File: src/rtl/noc_ni_param.sv
// Network interface: packetizes a local word stream into head/body/tail flits for a router link,
// and filters/unpacks incoming packets back into a word stream. Holds a generic show-ahead FIFO.

// Generic show-ahead FIFO.
// Latency: a pushed entry is visible at the output on the following cycle.
// Backpressure: push is refused while full, with fullness judged before any same-cycle pop.
module noc_ni_fifo #(
  parameter int W     = 8,
  parameter int DEPTH = 8
) (
  input  logic                   clk,
  input  logic                   reset,
  input  logic                   push_vld,
  input  logic [W-1:0]           push_dat,
  output logic                   full,
  output logic                   pop_vld,
  input  logic                   pop_rdy,
  output logic [W-1:0]           pop_dat,
  output logic [$clog2(DEPTH):0] level
);
  localparam int AW = $clog2(DEPTH);

  logic [W-1:0]  mem_q [DEPTH];
  logic [AW-1:0] wr_q, rd_q;
  logic [AW:0]   level_q, level_d;
  logic          push_ok, pop_ok;

  assign full    = (level_q == (AW+1)'(DEPTH));
  assign pop_vld = (level_q != '0);
  assign push_ok = push_vld && !full;
  assign pop_ok  = pop_vld && pop_rdy;
  // Output is forced to zero while empty so stale entries never reach the link.
  assign pop_dat = pop_vld ? mem_q[rd_q] : '0;
  assign level   = level_q;

  always_comb begin
    level_d = level_q;
    case ({push_ok, pop_ok})
      2'b10:   level_d = level_q + (AW+1)'(1);
      2'b01:   level_d = level_q - (AW+1)'(1);
      default: level_d = level_q;
    endcase
  end

  always_ff @(posedge clk) begin
    if (push_ok) mem_q[wr_q] <= push_dat;
  end

  always_ff @(posedge clk) begin
    if (reset) begin
      wr_q    <= '0;
      rd_q    <= '0;
      level_q <= '0;
    end else begin
      if (push_ok) wr_q <= wr_q + AW'(1);
      if (pop_ok)  rd_q <= rd_q + AW'(1);
      level_q <= level_d;
    end
  end
endmodule

// NoC network interface, TX packetizer plus RX filter/unpacker.
// Latency: head enters the FIFO one cycle before the first word is taken; RX word valid the cycle after flit accept.
// Backpressure: in_ready drops only when a completed flit cannot enter a full FIFO; rx_ready waits for an empty unpack buffer.
module noc_ni_param #(
  parameter int DATA_W     = 16,
  parameter int WPF        = 4,
  parameter int ADDR_W     = 8,
  parameter int PKT_FLITS  = 4,
  parameter int FIFO_DEPTH = 8,
  localparam int PW        = WPF * DATA_W,
  localparam int FLIT_W    = PW + 2
) (
  input  logic                          clk,
  input  logic                          reset,
  input  logic [ADDR_W-1:0]             local_addr,
  input  logic [ADDR_W-1:0]             dest_addr,
  input  logic [DATA_W-1:0]             in_data,
  input  logic                          in_valid,
  output logic                          in_ready,
  output logic [FLIT_W-1:0]             tx_flit,
  output logic                          tx_valid,
  input  logic                          tx_ready,
  output logic [$clog2(FIFO_DEPTH):0]   fifo_level,
  input  logic [FLIT_W-1:0]             rx_flit,
  input  logic                          rx_valid,
  output logic                          rx_ready,
  output logic [DATA_W-1:0]             out_data,
  output logic                          out_valid,
  input  logic                          out_ready,
  output logic                          out_last,
  output logic [ADDR_W-1:0]             rx_src,
  output logic [15:0]                   drop_count,
  output logic                          proto_err
);
  localparam int WCW = (WPF > 1) ? $clog2(WPF) : 1;
  localparam int FCW = (PKT_FLITS > 1) ? $clog2(PKT_FLITS) : 1;

  localparam logic [1:0] TYP_INV  = 2'b00;
  localparam logic [1:0] TYP_HEAD = 2'b01;
  localparam logic [1:0] TYP_BODY = 2'b10;
  localparam logic [1:0] TYP_TAIL = 2'b11;

  typedef struct packed {
    logic [1:0]    typ;
    logic [PW-1:0] pl;
  } flit_t;

  typedef enum logic {T_HEAD, T_DATA} tx_state_e;
  typedef enum logic [1:0] {R_HEAD, R_DATA, R_DROP} rx_state_e;

  // ---------------- TX packetizer ----------------
  tx_state_e                   tx_state_q;
  logic [WCW-1:0]              word_cnt_q;
  logic [FCW-1:0]              flit_cnt_q;
  logic [7:0]                  seq_q;
  logic [WPF-1:0][DATA_W-1:0]  wbuf_q;
  logic [WPF-1:0][DATA_W-1:0]  asm_dat;
  logic                        fifo_full;
  logic                        push_vld;
  flit_t                       push_dat;
  logic                        last_word;
  logic                        last_flit;
  logic                        word_acc;

  assign last_word = (word_cnt_q == WCW'(WPF - 1));
  assign last_flit = (flit_cnt_q == FCW'(PKT_FLITS - 1));
  assign in_ready  = (tx_state_q == T_DATA) && !(last_word && fifo_full);
  assign word_acc  = in_valid && in_ready;

  always_comb begin
    asm_dat          = wbuf_q;
    asm_dat[WPF-1]   = in_data;
    push_vld         = 1'b0;
    push_dat         = '0;
    if (tx_state_q == T_HEAD) begin
      push_vld                             = in_valid && !fifo_full;
      push_dat.typ                         = TYP_HEAD;
      push_dat.pl[ADDR_W-1:0]              = dest_addr;
      push_dat.pl[2*ADDR_W-1:ADDR_W]       = local_addr;
      push_dat.pl[2*ADDR_W+7:2*ADDR_W]     = seq_q;
    end else begin
      // The final word bypasses the staging buffer so the flit is written in its accept cycle.
      push_vld     = word_acc && last_word;
      push_dat.typ = last_flit ? TYP_TAIL : TYP_BODY;
      push_dat.pl  = asm_dat;
    end
  end

  always_ff @(posedge clk) begin
    if (reset) begin
      tx_state_q <= T_HEAD;
      word_cnt_q <= '0;
      flit_cnt_q <= '0;
      seq_q      <= '0;
      wbuf_q     <= '0;
    end else begin
      case (tx_state_q)
        T_HEAD: begin
          if (push_vld) tx_state_q <= T_DATA;
        end
        T_DATA: begin
          if (word_acc) begin
            wbuf_q[word_cnt_q] <= in_data;
            if (last_word) begin
              word_cnt_q <= '0;
              if (last_flit) begin
                flit_cnt_q <= '0;
                seq_q      <= seq_q + 8'd1;
                tx_state_q <= T_HEAD;
              end else begin
                flit_cnt_q <= flit_cnt_q + FCW'(1);
              end
            end else begin
              word_cnt_q <= word_cnt_q + WCW'(1);
            end
          end
        end
        default: tx_state_q <= T_HEAD;
      endcase
    end
  end

  noc_ni_fifo #(
    .W     (FLIT_W),
    .DEPTH (FIFO_DEPTH)
  ) u_tx_fifo (
    .clk      (clk),
    .reset    (reset),
    .push_vld (push_vld),
    .push_dat (push_dat),
    .full     (fifo_full),
    .pop_vld  (tx_valid),
    .pop_rdy  (tx_ready),
    .pop_dat  (tx_flit),
    .level    (fifo_level)
  );

  // ---------------- RX filter / unpacker ----------------
  rx_state_e                   rx_state_q;
  logic [WPF-1:0][DATA_W-1:0]  ubuf_q;
  logic [WCW-1:0]              ub_idx_q;
  logic                        ub_vld_q;
  logic                        ub_tail_q;
  logic [ADDR_W-1:0]           rx_src_q;
  logic [15:0]                 drop_cnt_q;
  logic                        proto_err_q;
  flit_t                       rx_f;
  logic                        rx_acc;
  logic                        ub_pop;
  logic                        ub_last;
  logic                        rx_match;

  assign rx_f     = rx_flit;
  // rx_ready is held low through reset so every output reads zero while reset is applied.
  assign rx_ready = !reset && ((rx_state_q != R_DATA) || !ub_vld_q);
  assign rx_acc   = rx_valid && rx_ready;
  assign ub_last  = (ub_idx_q == WCW'(WPF - 1));
  assign ub_pop   = ub_vld_q && out_ready;
  assign rx_match = (rx_f.pl[ADDR_W-1:0] == local_addr);

  assign out_valid  = ub_vld_q;
  assign out_data   = ub_vld_q ? ubuf_q[ub_idx_q] : '0;
  assign out_last   = ub_vld_q && ub_tail_q && ub_last;
  assign rx_src     = rx_src_q;
  assign drop_count = drop_cnt_q;
  assign proto_err  = proto_err_q;

  always_ff @(posedge clk) begin
    if (reset) begin
      rx_state_q  <= R_HEAD;
      ubuf_q      <= '0;
      ub_idx_q    <= '0;
      ub_vld_q    <= 1'b0;
      ub_tail_q   <= 1'b0;
      rx_src_q    <= '0;
      drop_cnt_q  <= '0;
      proto_err_q <= 1'b0;
    end else begin
      proto_err_q <= 1'b0;
      if (ub_pop) begin
        if (ub_last) begin
          ub_vld_q <= 1'b0;
          ub_idx_q <= '0;
          if (ub_tail_q) rx_state_q <= R_HEAD;
        end else begin
          ub_idx_q <= ub_idx_q + WCW'(1);
        end
      end
      // A flit can only be accepted in R_DATA once the buffer is empty, so no pop overlaps a load.
      if (rx_acc) begin
        case (rx_state_q)
          R_HEAD, R_DATA: begin
            if (rx_f.typ == TYP_HEAD) begin
              if (rx_state_q == R_DATA) proto_err_q <= 1'b1;
              if (rx_match) begin
                rx_src_q   <= rx_f.pl[2*ADDR_W-1:ADDR_W];
                rx_state_q <= R_DATA;
              end else begin
                rx_state_q <= R_DROP;
                if (drop_cnt_q != 16'hFFFF) drop_cnt_q <= drop_cnt_q + 16'd1;
              end
            end else if ((rx_state_q == R_DATA) && (rx_f.typ != TYP_INV)) begin
              ubuf_q    <= rx_f.pl;
              ub_vld_q  <= 1'b1;
              ub_idx_q  <= '0;
              ub_tail_q <= (rx_f.typ == TYP_TAIL);
            end else begin
              proto_err_q <= 1'b1;
            end
          end
          R_DROP: begin
            if (rx_f.typ == TYP_TAIL) rx_state_q <= R_HEAD;
          end
          default: rx_state_q <= R_HEAD;
        endcase
      end
    end
  end
endmodule
File: config.mk
export PLATFORM = sky130hd
export DESIGN_NAME = noc_ni_param
export DESIGN_NICKNAME = d
export VERILOG_FILES = /design/src/rtl/noc_ni_param.sv
export SDC_FILE = /design/constraint.sdc
export NUM_CORES = 1
export LEC_CHECK = 0
export ABC_AREA = 1
export CAP_MARGIN = 30
export CORE_MARGIN = 5
export CORE_UTILIZATION = 53
export DETAILED_ROUTE_END_ITERATION = 12
export GPL_ROUTABILITY_DRIVEN = 0
export PLACE_DENSITY_LB_ADDON = 0.05
export SETUP_SLACK_MARGIN = 0.3
export SYNTH_ARGS = -nofsm -noshare
export SYNTH_HDL_FRONTEND = slang
export SYNTH_SLANG_ARGS = --single-unit
File: constraint.sdc
create_clock -name clk -period 4.5 [get_ports clk]
set_input_delay 1.125 -clock clk [delete_from_list [all_inputs] [get_ports clk]]
set_output_delay 1.125 -clock clk [all_outputs]
set_load 0.05 [all_outputs]
# Word level (Yosys, flattened, before mapping)
# Memory sizes are Yosys's and may differ from the RTL's. A register that Yosys moved wholly into a read port is not among the register bits.
# Index checks and enable logic that the tools add are counted.
[word_totals]
reg_bits = 182
mem_bits_rw = 528
input_bits = 104
memories = 1
[classes]
add_sub_neg = 9
magnitude_cmp = 3
eq_ne = 13
mux = 47
bitwise = 5
n_reduce_logical = 31
[memory_table]
columns = ["name", "words", "word_bits", "read_ports", "rd_clocked_by_memory_dff", "write_ports", "line_no", "rtl"]
rows = [
  ["u_tx_fifo.mem_q", 8, 66, 1, 1, 1, "23", "logic [W-1:0] mem_q [DEPTH];"],
]
[ops]
columns = ["op", "count"]
rows = [
  ["$mux W66", 1],
  ["$bwmux W64", 1],
  ["$mux W16", 3],
  ["$mux W40", 1],
  ["$bmux W16 S2", 1],
  ["$demux W16 S2", 1],
  ["$mux W2", 16],
  ["$mux W24", 1],
  ["$mux W1", 17],
  ["$add A16 B1 Y16 const B", 1],
  ["$ne A16 B16 Y1 const B", 1],
  ["$logic_and A1 B1 Y1", 14],
  ["$eq A2 B2 Y1 const B", 6],
  ["$reduce_and A4 Y1", 3],
  ["$add A8 B1 Y8 const B", 1],
  ["$eq A8 B8 Y1", 1],
  ["$pmux W4 S2", 1],
  ["$add A2 B1 Y2 const B", 3],
  ["$add A3 B1 Y3 const B", 2],
  ["$eq A2 B1 Y1 const B", 3],
  ["$lt A2 B3 Y1 const B", 2],
  ["$mux W3", 2],
  ["$not A1 Y1", 5],
  ["$reduce_and A5 Y1", 1],
  ["other kinds (16)", 20],
]

# Longest topological paths before layout
# Gate-level depths: netlist of the first run.
[logic_depth]
depth_word = 10
depth_mapped = 13

# Cells and area by module
# From an unflattened synthesis of the first run, not the netlist that was laid out.
[unflattened]
hier_cells = 2798
area_unflattened_um2 = 28966.5
[by_module_without_submodules]
columns = ["module", "instances", "cells_per_inst", "area_each_um2"]
rows = [
  ["noc_ni_fifo", 1, 1659, 21356.7],
  ["noc_ni_param", 1, 1139, 7609.8],
]

# Worst setup path before layout of the first run
# No wires, ideal clock.
[synth_timing]
path_type = "input to register"
start = "in in_valid"
end = "mem u_tx_fifo.mem_q[1][0] (netlist name), enable pin"
setup_ns = 0.490
t_arrival_ns = 4.263
path_slack_ns = -0.254
stages = 4
path_cell_list = "nand3_1 -> nor2_1 -> inv_1 -> nor2_1"
[synth_via]
elab_chain_cells = 6
[synth_rtl]
columns = ["element", "line_no", "rtl"]
rows = [
  ["from (decl)", "79", "input logic in_valid,"],
  ["$logic_and A1 B1 Y1", "129", "assign word_acc = in_valid && in_ready;"],
  ["$logic_and A1 B1 Y1", "144", "push_vld = word_acc && last_word;"],
  ["$mux W1 (*)", "136", "if (tx_state_q == T_HEAD) begin"],
  ["$logic_and A1 B1 Y1 (*)", "30", "assign push_ok = push_vld && !full;"],
  ["$mux W1 (*)", "46", "if (push_ok) mem_q[wr_q] <= push_dat;"],
  ["$mux W1 (implied by the code) (*)", "46", ""],
  ["to (decl)", "23", ""],
]
# Mark *: on every way between the ends. The rest lies on a longest branch, timed or not.

==> results of run 1 <==
==> final cells by class <==
cell class	instances	area (um^2)	area share, %
Tap cell	688	861	2.52
Sequential cell	697	19200	56.4
Multi-Input combinational cell	1730	8060	23.6
Antenna cell	1	2.50	0.00733
Timing Repair Buffer	259	3160	9.25
Inverter	125	480	1.41
Clock inverter	37	395	1.16
Clock buffer	94	1920	5.64
==> timing repair <==
action,4_1_cts,5_1_grt
setup buffers,0,0
resized for setup,1,1
hold buffers,0,0
setup endpoints to repair,16,16
==> worst max-delay path, delay by kind of cell (launching register included) <==
kind	cells	cell delay, ns
buf+inv	3	0.93
compound gates	4	0.90
flops	1	0.37
==> final timing paths <==
| check | slack, ns | endpoint | cells past startpoint | from |
|---|---|---|---|---|
| worst min-delay path | 0.45 | flit_cnt_q[1] | 2 | flit_cnt_q[1] |
| worst max register to register | 1.64 | u_tx_fifo.level[2] | 11 | u_tx_fifo.level[0] |
| worst min register to register | 0.45 | flit_cnt_q[1] | 2 | flit_cnt_q[1] |
| worst max-delay path | 0.54 | tx_flit[62] | 7 | flip-flop |
==> per-stage QoR <==
| stage | TNS (ns) | power [W] | hold WS (ns) | setup slack [ns] | utilization [%] |
|---|---|---|---|---|---|
| global route | 0 | 0.0212 | 0.479 | 0.382 | 64.6 |
| detailed placement | 0 | 0.0147 | 0.446 | 0.826 | 60.2 |
| global placement | 0 | 0.0146 | 0.435 | 0.907 | 60.1 |
| finish | 0 | 0.0204 | 0.454 | 0.540 | 64.6 |
| CTS | 0 | 0.0205 | 0.455 | 0.354 | 64.5 |
| floorplan | -66.94 | 0.0116 | 0.425 | -0.254 | - |
==> synth_stat cells (all sizes together) <==
| master | count |
|---|---|
| dfxtp | 169 |
| a21oi | 112 |
| a31oi | 67 |
| nand2 | 230 |
| buf | 56 |
| nor3 | 7 |
| nor4 | 1 |
| nor2 | 642 |
| nand4 | 13 |
| xnor2 | 5 |
| a2111oi | 3 |
| clkbuf | 119 |
| and2 | 1 |
| clkinv | 4 |
| xor2 | 9 |
| ha | 13 |
| nand3 | 75 |
| nand3b | 2 |
| a21boi | 1 |
| o21ai | 482 |
| edfxtp | 528 |
| a211oi | 1 |
| o22ai | 66 |
| inv | 121 |
==> sequential cells by signal, indices dropped and copies added (netlist names), 4 cells and up, named ones only <==
register,count
asm_dat,48
drop_count,16
rx_src,8
seq_q,8
u_tx_fifo.level,4
u_tx_fifo.mem_q,528
ubuf_q,64
==> where the power goes <==
group	switching (W)	internal, W	total (W)
Combinational	0.00471	0.00258	0.00730
Clock	0.00245	0.00338	0.00583
Sequential	0.000122	0.00717	0.00729
==> layer usage <==
metal / track usage, % / wire [um] / up-vias
li1: - / - / 9829
met1: 33.7 / 31600 / 10000
met2: 39.4 / 34600 / 770
met3: 4.78 / 5440 / 125
met4: 7.17 / 1730 / 0
met5: 0 / 0 / -
==> cells by family (layout without fill, tap and decap cells) <==
kind of cell / count (synthesis) / in the layout
other cells: 0 / 1
xor+xnor: 14 / 14
buf+inv: 300 / 515
compound gates: 732 / 732
simple gates: 971 / 971
fa+ha+maj: 13 / 13
flops: 697 / 697
==> results.toml, run 1 <==
[floorplanning]
core_area_um2 = 52900
start_util_pct = 53.8
ios = 220
dieArea_um2 = 58400
row_count = 84
die_x_um = 242
die_h_um = 242

[pwr]
vdd_drop_max_mv = 0.447
p_leak_nw = 11.8
p_per_area_nw_per_um2 = 598

[timing]
slew_viol_final = 0
post-route-period-util_pct = 88.0
max_freq_mhz = 253
slew_headroom_pct = 36.4
hold_viol_final = 0
fin_crit_ns = 3.96
rsz0062_at_grt = "no"
max_slew.worst_pin.slew_ns = 0.945
clock-skew-final_ns = 0.0213
setup_viol = 0

[synthesis]
synth.distinct_cells = 36
synth_top_family_by_area = "simple AND/OR/NAND/NOR gates"
synthAdderAreaFrac_pct = 0.572
syn-num-nets = 2844
synth_compound_area_share_pct = 13.5
synth.area.top_cells = "edfxtp_1 (56%), dfxtp_1 (12%), nor2_1 (8.4%)"
synth-simple-area-share_pct = 13.6
synth_area_um2 = 28400
post-synth-top-area-cell = "edfxtp_1"
syn_inst = 2727
yosysSeqAreaShare_pct = 67.7
avgSynthCellArea_um2 = 10.4
synth-xor-area-share_pct = 0.431
synthMuxAreaShare_pct = 0
ys_ff_latch = 697
synth_top_area_share_pct = 55.8
yosysWarnings = 0

[setup_path]
worstPathArrival_ns = 2.84
critPathKind = "flip-flop to output port"
start_kind = "flip-flop"
path_cells = "inv_6 -> buf_12 -> o21ai_0 -> o22ai_1 -> o21ai_1 -> a31oi_1 -> buf_12"
slowest_delay_ns = 0.49
path_common_cell = "buf_12"
endpoint_kind = "output port"
crit_required_ns = 3.38
crit_fanout = 77
cp_slowest_cell = "a31oi_1"

[place]
dp_hpwl_um = 41100
port_buffers = 219
placedCellCount = 3499
place_area_um2 = 31800

[drt]
viasPerCell = 5.71
drt_wl_total_um = 73400
drt_iter0_markers = 1730
drc_errors = 0
drtPass1Iterations = 5
ant_nets = 0
post_drt_wl_per_cell_um = 20.2
vias = 20700

[grt]
antenna_found_initial = 1
grt_max_degree = 139
grt_usage_pct = 24.3
gr-total-overflow = 0
grt_pass1_vias = 20200
grt_pass1_wl_um = 113000

[cts]
clk_pin_slew_worst_paths_ns = 0.06
clk_latency_ns = 0.61
root_buffer = "clkbuf_16"
tritoncts = "yes"
h-tree-depth = 3
numCtsBuffers = 71
cts_sinks = 697
clock_path_buffers = 3

[flow_run]
cap_violations = 0

[layout]
num-nets-final = 3001
drive_gt1_share_pct = 8.26
layout_common_cells = "nor2_1 (631), edfxtp_1 (528), o21ai_0 (471)"
fill_cells = 4163
final_common_cell = "nor2_1"
finalInstanceArea_um2 = 34100
finalNonFillerCells = 3631
syn_to_final_growth_pct = 20.1

[outcome]
status = "finished, final reports clean"

[min_path]
hold_class = "flip-flop to flip-flop"
Power figures use the tool's default switching activity.
==> run 2, diff against run 1 <==
--- a/config.mk
+++ b/config.mk
@@ -11,6 +11,7 @@
 export CORE_UTILIZATION = 53
 export DETAILED_ROUTE_END_ITERATION = 12
 export GPL_ROUTABILITY_DRIVEN = 0
+export HOLD_SLACK_MARGIN = 0.15
 export PLACE_DENSITY_LB_ADDON = 0.05
 export SETUP_SLACK_MARGIN = 0.3
 export SYNTH_ARGS = -nofsm -noshare
==> results of run 2 <==
No change in the layout: final DEF, timing and power equal those of run 1.
==> run 3, diff against run 2 <==
--- a/config.mk
+++ b/config.mk
@@ -7,13 +7,14 @@
 export LEC_CHECK = 0
 export ABC_AREA = 1
 export CAP_MARGIN = 30
-export CORE_MARGIN = 5
-export CORE_UTILIZATION = 53
+export CORE_MARGIN = 4
+export CORE_UTILIZATION = 45
 export DETAILED_ROUTE_END_ITERATION = 12
 export GPL_ROUTABILITY_DRIVEN = 0
 export HOLD_SLACK_MARGIN = 0.15
 export PLACE_DENSITY_LB_ADDON = 0.05
 export SETUP_SLACK_MARGIN = 0.3
+export SKIP_LAST_GASP = 1
 export SYNTH_ARGS = -nofsm -noshare
 export SYNTH_HDL_FRONTEND = slang
 export SYNTH_SLANG_ARGS = --single-unit
==> run 3 against run 2 <==
Effect of this change: setup slack worse by 0.12 ns; global-route usage shrank 1.9 points; critical path type unchanged; cell count is 4.3% higher; largest power group is now sequential cells; power is 5.3% lower; die area is 15% higher; register-to-register slack better by 0.09 ns; largest cell class unchanged.
==> results.toml, run 3 (synthesis results as in run 1) <==
[layout]
syn_to_final_growth_pct = 19.1
num-nets-final = 3009
layout_common_cells = "nor2_1 (631), edfxtp_1 (528), o21ai_0 (471)"
diodes = 0
fin_util_pct = 54.5
finalInstanceArea_um2 = 33900
top_register = "u_tx_fifo.mem_q"
fill_cells = 5524
final_common_cell = "nor2_1"
drive_gt1_share_pct = 7.83
largest_reg_flops = 528

[timing]
slew_viol_final = 0
clock-skew-final_ns = 0.0267
hold_viol_final = 0
max_slew.worst_pin.slew_ns = 1.03
fin_crit_ns = 4.08
post-route-period-util_pct = 90.7
max_freq_mhz = 245
fin_setup_tns_ns = 0
setup_viol = 0
slew_headroom_pct = 30.6
setup_ws_ns = 0.418
rsz0062_at_grt = "no"

[cts]
h-tree-depth = 3
clk_pin_slew_worst_paths_ns = 0.05
cts_setup_buffers = 0
numCtsBuffers = 73
tritoncts = "yes"
root_buffer = "clkbuf_16"
clk_latency_ns = 0.61
cts_sinks = 697
cts_hold_buffers = 0
clock_path_buffers = 3

[floorplanning]
row_count = 91
die_x_um = 259
dieArea_um2 = 67200
die_h_um = 259
start_util_pct = 45.7
ios = 220
core_area_um2 = 62200

[drt]
vias = 20500
drt_iter0_markers = 1615
drc_errors = 0
viasPerCell = 5.42
post_drt_wl_per_cell_um = 20.3
drt_wl_total_um = 76900
ant_nets = 0
drtPass1Iterations = 5

[setup_path]
crit_fanout = 92
cp.buffers_inverters = 2
crit_family = "buffers and inverters"
critPathKind = "flip-flop to output port"
slowest_delay_ns = 0.87
crit_required_ns = 3.38
cp_slowest_cell = "clkdlybuf4s50_1"
start_kind = "flip-flop"
endpoint_kind = "output port"
path_common_cell = "o21ai_0"
path_cells = "buf_12 -> o21ai_0 -> o22ai_1 -> o21ai_0 -> a31oi_1 -> clkdlybuf4s50_1"
worstPathArrival_ns = 2.96

[grt]
gr-total-overflow = 0
grt_pass1_vias = 20100
grt_max_degree = 149
grtUsageMet2_pct = 36.2
antenna_found_initial = 7
grt_pass1_wl_um = 117000
grt_usage_pct = 22.4
use_met1_pct = 30.4
grt.busiest_layer = "met2"
met3_usage_pct = 5.41

[place]
place_area_um2 = 31500
dp_hpwl_um = 43500
port_buffers = 219
place_ws_ns = 0.875

[pwr]
p_per_area_nw_per_um2 = 571
p_leak_nw = 11.8
power.total_w = 0.0193
vdd_drop_max_mv = 0.475

[outcome]
status = "finished, final reports clean"

[min_path]
hold_class = "flip-flop to flip-flop"

[flow_run]
cap_violations = 0
run 3: cell count changes in the layout (fill, tap and decap cells not counted), moves of 4 or more:
cell,change
buf_4,+32
dlymetal6s2s_1,+10
buf_12,-46
bufinv_16,-4
clkinv_2,+8
dlygate4sd2_1,+5
clkdlybuf4s50_1,+5
clkbuf_16,+6
run 3: cell type report:
type | instances | area (um^2) | area share, %
Multi-Input combinational cell | 1730 | 8080 | 23.9
Inverter | 125 | 489 | 1.44
Clock buffer | 101 | 2090 | 6.16
Sequential cell | 697 | 19200 | 56.8
Clock inverter | 31 | 216 | 0.639
Tap cell | 837 | 1050 | 3.09
Timing Repair Buffer | 265 | 2690 | 7.96
run 3: timing repair:
| item | CTS | global route |
|---|---|---|
| gates cloned | 0 | 0 |
| gates resized for setup | 6 | 13 |
| setup endpoints to repair | 9 | 42 |
| hold endpoints to repair | 0 | 0 |
run 3: stage by stage:
stage	instances	hold WS [ns]
detailed placement	3654	0.443
finish	3786	0.447
global placement	3653	0.435
global route	3786	0.471
CTS	3786	0.450
floorplan	2727	0.425
run 3: report_power, final:
group          total [W]  switching (W)  leakage, nW  internal, W
Clock            0.00579        0.00243         1.14      0.00336
Sequential       0.00729       0.000123         5.89      0.00717
Combinational    0.00626        0.00451         4.75      0.00175
Total             0.0193        0.00706         11.8       0.0123
run 3: final timing paths:
kind	slack, ns	depth (start not counted)	start	to
min	0.45	2	asm_dat[6]	asm_dat[6]
max	0.42	6	flip-flop	tx_flit[22]
min reg2reg	0.45	2	asm_dat[6]	asm_dat[6]
max reg2reg	1.73	12	u_tx_fifo.level[0]	u_tx_fifo.level[2]
run 3: routing by layer:
layer	vias up	wire, um
li1	9847	-
met1	9961	33600
met2	577	36100
met3	123	5390
met4	12	1670
met5	-	88
run 3: worst register-to-register path: cells and delay by family (launching register included):
kind	cells	cell delay, ns
compound gates	2	0.21
flops	1	0.38
simple gates	3	0.68
buf+inv	3	0.50
fa+ha+maj	2	0.48
xor+xnor	2	0.41
